[config.mk]
export PLATFORM = sky130hd
export DESIGN_NAME = prefix_sum_stage
export DESIGN_NICKNAME = d
export VERILOG_FILES = /design/src/rtl/prefix_sum_stage_pkg.sv /design/src/rtl/prefix_sum_stage_ripple.sv /design/src/rtl/prefix_sum_stage.sv
export SDC_FILE = /design/constraint.sdc
export NUM_CORES = 1
export LEC_CHECK = 0
export CAP_MARGIN = 20
export CELL_PAD_IN_SITES_DETAIL_PLACEMENT = 0
export CELL_PAD_IN_SITES_GLOBAL_PLACEMENT = 1
export CORE_UTILIZATION = 33
export DETAILED_ROUTE_END_ITERATION = 8
export HOLD_SLACK_MARGIN = 0.15
export PLACE_DENSITY_LB_ADDON = 0.1
export SLEW_MARGIN = 30
export SYNTH_ARGS = -nofsm -noshare
export SYNTH_HDL_FRONTEND = slang
export SYNTH_SLANG_ARGS = --single-unit
[constraint.sdc]
create_clock -name clk -period 3.29 [get_ports clk]
set_input_delay 0.658 -clock clk [delete_from_list [all_inputs] [get_ports clk]]
set_output_delay 0.658 -clock clk [all_outputs]
set_load 0.1 [all_outputs]
[src/rtl/prefix_sum_stage_pkg.sv]
// prefix_sum_stage_pkg: shared constants for the prefix-sum output stage.
//   INPUTSIZE_DEF/GROUPSIZE_DEF : default operand width and group size
//   GP_P/GP_G                   : bit positions of P and G within a tree (G,P) pair
//   RES_*                       : field offsets inside the packed result word
package prefix_sum_stage_pkg;
  localparam int INPUTSIZE_DEF = 32;
  localparam int GROUPSIZE_DEF = 4;
  localparam int GP_P = 0;
  localparam int GP_G = 1;
  localparam int RES_NEG = 0;
  localparam int RES_ZERO = 1;
  localparam int RES_OVF = 2;
  localparam int RES_COUT = 3;
  localparam int RES_SUM = 4;
  localparam int RES_FLAGS = 4;
  function automatic bit is_pow2(int v);
    return v > 0 && (v & (v - 1)) == 0;
  endfunction
endpackage

[src/rtl/prefix_sum_stage_ripple.sv]
// group_sum_ripple: ripple-carry sum of one prefix group.
//   p_i/g_i  : per-bit propagate/generate of the group
//   c_i      : carry into the group (from the prefix tree)
//   sum_o    : sum slice
//   cout_o   : carry out of the group MSB
//   cmsb_o   : carry into the group MSB (for overflow detection)
module group_sum_ripple
  import prefix_sum_stage_pkg::*;
#(
  parameter int W = GROUPSIZE_DEF
) (
  input  logic [W-1:0] p_i,
  input  logic [W-1:0] g_i,
  input  logic         c_i,
  output logic [W-1:0] sum_o,
  output logic         cout_o,
  output logic         cmsb_o
);
  logic [W:0] w_c;
  assign w_c[0] = c_i;
  for (genvar j = 0; j < W; j++) begin : g_bit
    assign w_c[j+1] = g_i[j] | (p_i[j] & w_c[j]);
  end
  assign sum_o  = p_i ^ w_c[W-1:0];
  assign cout_o = w_c[W];
  assign cmsb_o = w_c[W-1];
endmodule

[src/rtl/prefix_sum_stage.sv]
// prefix_sum_stage: group carries + per-bit sum + ALU flags, buffered in a 2-entry FIFO.
//   clk/rst              : clock, synchronous active-high reset
//   in_valid/in_ready    : upstream handshake
//   p_i/g_i              : per-bit propagate/generate
//   gp_i                 : tree prefix pairs, pair k covers groups [k:0]
//   cin_i                : adder carry-in
//   out_valid/out_ready  : downstream handshake
//   sum_o/cout_o/ovf_o/zero_o/neg_o : result of the entry at the read pointer
module prefix_sum_stage
  import prefix_sum_stage_pkg::*;
#(
  parameter int INPUTSIZE = INPUTSIZE_DEF,
  parameter int GROUPSIZE = GROUPSIZE_DEF,
  parameter int TREESIZE  = INPUTSIZE / GROUPSIZE
) (
  input  logic                  clk,
  input  logic                  rst,
  input  logic                  in_valid,
  output logic                  in_ready,
  input  logic [INPUTSIZE-1:0]  p_i,
  input  logic [INPUTSIZE-1:0]  g_i,
  input  logic [TREESIZE*2-1:0] gp_i,
  input  logic                  cin_i,
  output logic                  out_valid,
  input  logic                  out_ready,
  output logic [INPUTSIZE-1:0]  sum_o,
  output logic                  cout_o,
  output logic                  ovf_o,
  output logic                  zero_o,
  output logic                  neg_o
);
  localparam int RES_W = INPUTSIZE + RES_FLAGS;
  if (INPUTSIZE % GROUPSIZE != 0 || !is_pow2(TREESIZE) || TREESIZE < 4
      || TREESIZE * GROUPSIZE != INPUTSIZE) begin : g_bad_cfg
    $error("prefix_sum_stage: invalid INPUTSIZE/GROUPSIZE/TREESIZE");
  end
  logic [TREESIZE-1:0]  w_gc;
  logic [TREESIZE-1:0]  w_gco;
  logic [TREESIZE-1:0]  w_gcm;
  logic [INPUTSIZE-1:0] w_sum;
  logic                 w_cout;
  logic                 w_ovf;
  logic [RES_W-1:0]     w_res;
  logic [RES_W-1:0]     w_head;
  logic                 w_push;
  logic                 w_pop;
  logic                 w_unused;
  logic [RES_W-1:0]     r_mem [2];
  logic                 r_wp;
  logic                 r_rp;
  logic [1:0]           r_cnt;
  // Prefix pair k already resolves the carry out of groups [k:0] given cin.
  assign w_gc[0] = cin_i;
  for (genvar k = 1; k < TREESIZE; k++) begin : g_gc
    assign w_gc[k] = gp_i[2*(k-1)+GP_G] | (gp_i[2*(k-1)+GP_P] & cin_i);
  end
  for (genvar k = 0; k < TREESIZE; k++) begin : g_grp
    group_sum_ripple #(.W(GROUPSIZE)) u_grp (
      .p_i    (p_i[k*GROUPSIZE +: GROUPSIZE]),
      .g_i    (g_i[k*GROUPSIZE +: GROUPSIZE]),
      .c_i    (w_gc[k]),
      .sum_o  (w_sum[k*GROUPSIZE +: GROUPSIZE]),
      .cout_o (w_gco[k]),
      .cmsb_o (w_gcm[k])
    );
  end
  // Only the top group's ripple carries leave the datapath; the rest and the
  // full-width tree pair are superseded by the tree carries.
  assign w_unused = ^{w_gco[TREESIZE-2:0], w_gcm[TREESIZE-2:0], gp_i[2*TREESIZE-1 -: 2]};
  assign w_cout = w_gco[TREESIZE-1];
  assign w_ovf  = w_gco[TREESIZE-1] ^ w_gcm[TREESIZE-1];
  assign w_res  = {w_sum, w_cout, w_ovf, ~|w_sum, w_sum[INPUTSIZE-1]};
  assign in_ready  = r_cnt != 2'd2;
  assign out_valid = r_cnt != 2'd0;
  assign w_push = in_valid & in_ready;
  assign w_pop  = out_valid & out_ready;
  always_ff @(posedge clk) begin
    if (rst) begin
      r_cnt    <= '0;
      r_wp     <= 1'b0;
      r_rp     <= 1'b0;
      r_mem[0] <= '0;
      r_mem[1] <= '0;
    end else begin
      if (w_push) r_mem[r_wp] <= w_res;
      r_wp  <= r_wp ^ w_push;
      r_rp  <= r_rp ^ w_pop;
      r_cnt <= r_cnt + {1'b0, w_push} - {1'b0, w_pop};
    end
  end
  assign w_head = out_valid ? r_mem[r_rp] : '0;
  assign sum_o  = w_head[RES_SUM +: INPUTSIZE];
  assign cout_o = w_head[RES_COUT];
  assign ovf_o  = w_head[RES_OVF];
  assign zero_o = w_head[RES_ZERO];
  assign neg_o  = w_head[RES_NEG];
endmodule

==> out/qor.csv <==
metric,value,unit
synth_top_cell_by_area,edfxtp_1,
place_inst,597,
maxSlewHeadroom,61.6,%
vdd_drop_max,0.000335,V
num_io_pins,123,
htreeDepth,3,
viasPerCell,4.58,
async_flop_share,0,%
antennaDiodeCount,0,
core,11600,µm²
hold_path.class,reg -> reg,
synth-edff-count,70,
synthTopCellsByCount,"edfxtp_1 (70), nor2_1 (63), and2_1 (51)",
synth-seq-cells,74,
finalInstanceArea,5740,µm²
outcome,finished with violations,
port_buffers,113,
place.gp.congestion,0.682,
crit_type,in -> reg,
post_cts_buffers,0,
post-route-period-util,95.5,%
final_util,49.7,%
setup_tns,0,ns
ant_nets,0,
max_freq,318,MHz
synth_top_area_share,52.8,%
wl_per_cell,15.7,µm
synth-main-ff-cell,edfxtp_1,
drive_above_1_share,23.8,%
grt_pass1_wl,15200,µm
syn_to_final_growth,44.2,%
failed_checks,design-rule violations,
cts.path.max_buffers,2,
synthCells,332,
antenna_found_initial,0,
stdcell_count,613,
clk_pin_slew_worst_paths,0.06,ns
cap_viol_max_count,0,
start_util,34.4,%
multi_input_area,1810,µm²
drt_iter0_drc,86,
final_nets,577,
drc,8,
dp_hpwl,6870,µm
worstSkewPairLatency,0.33,ns
p_total,4360,µW
mappedNetlistNets,444,
netlist_area,3980,µm²
hold_path_depth,2,
slew_viol_final,0,
clockRootBuffer,clkbuf_16,
p_per_area,760,nW/µm²
num_vias,2805,
p_leak,0.00231,µW
synthTopCellsByArea,"edfxtp_1 (53%), mux2i_1 (8.8%), ha_1 (8.5%)",
fillers,1043,
hold_viol,0,
routed_wl,9630,µm
rows,39,
numCtsBuffers,9,
end_kind,flop,
synth_cell_types,35,
regArea,2180,µm²
cp-start-kind,input pin,
grt-ovfl-total,0,
r2r_cells,10,
yosysWarnings,0,
dpl-instance-area,5360,µm²
grt_pass1_vias,3041,
yosysMostFrequentCell,edfxtp_1,
fin_crit,3.14,ns
die_x,112,µm
yosysSeqAreaShare,54.8,%
grt_max_degree,28,
grt_use_total,16.3,%
die_h,112,µm
cts_tree,done,
die_area,12500,µm²
worstMarginPinSlew,0.576,ns
arrival,3.31,ns
cts.sinks,74,
cts_hold_buf,0,
skew,0.00410,ns
path_max_fanout,3,
syn_area_per_cell,12.0,µm²
setup_violations,0,
rsz0062_at_grt,no,
drt_first_pass_iters,6,
critPathRequiredTime,3.46,ns
==> layout make-up <==
cell class	count	share of cell area (%)
clock inverters	6	1.15
repair buffers	137	22.0
clock buffers	10	3.99
inverters	4	0.261
multi-input cells	239	31.5
well taps	143	3.12
flip-flops and latches	74	38.0
==> worst max-delay path, stage by stage <==
cell	delay [ns]
clkdlybuf4s50_1	0.41
a21o_1	0.16
ha_1	0.17
or2_4	0.24
ha_4	0.15
or2_4	0.23
ha_4	0.15
or2_4	0.24
ha_4	0.25
nor4_2	0.20
and3_1	0.20
nand4_1	0.12
nor3_1	0.15
==> layout by cell type (no fill, tap or decap), types with 3 or more instances in the layout <==
cell type and instances:
mux2i_1 35, and2_1 51, ha_1 23, clkbuf_16 9, a21o_1 7, dfxtp_1 3
or3_1 3, or2_2 14, nor4_2 4, inv_1 4, or2_4 3, edfxtp_1 70
clkinvlp_4 3, clkdlybuf4s50_1 74, ha_4 4, buf_12 3, nor2_1 62, buf_4 57
xor2_1 8
==> registers in the layout, summed over array words and instances, names as in the netlist <==
name,count
r_cnt,2
r_mem,70
r_rp,1
r_wp,1
==> stage by stage <==
step                hold WS (ns)  setup WS [ns]
floorplan                  0.565          0.170
global placement           0.578         -0.500
detailed placement         0.590         -0.554
CTS                        0.598        0.00432
global route               0.637         0.0157
finish                     0.594          0.150
==> final timing paths <==
check                            from                        end  slack, ns
setup / recovery             gp_i[13]  r_mem[1][1]$_SDFFCE_PN0P_       0.15
setup reg to reg  r_cnt[1]$_SDFF_PP0_        r_cnt[1]$_SDFF_PP0_       1.35
hold / removal    r_cnt[1]$_SDFF_PP0_        r_cnt[1]$_SDFF_PP0_       0.59
hold reg to reg   r_cnt[1]$_SDFF_PP0_        r_cnt[1]$_SDFF_PP0_       0.59
==> per-layer routing <==
| metal | track usage, % | routed length, µm |
|---|---|---|
| met1 | 20.0 | 4360 |
| met2 | 27.6 | 4540 |
| met3 | 4.35 | 611 |
| met4 | 5.68 | 118 |
| met5 | 0 | 0 |
==> logic make-up after synthesis <==
kind of cell	count (synthesis)	synth area share, %
compound gates	11	1.95
mux	35	8.80
simple gates	156	21.5
flops	74	54.8
xor+xnor	10	2.20
buf+inv	19	2.29
fa+ha+maj	27	8.49
==> what timing repair did <==
item,4_1_cts,5_1_grt
endpoints found under the setup margin,2,2
gates resized for setup,4,11
pin swaps,2,6
cloned,0,0
==> power by group <==
group          switching, µW  internal, µW  total [µW]
clock network            380           588         968
logic                   1510           592        2100
registers               80.7          1210        1290
(Power assumes the default switching activity.)
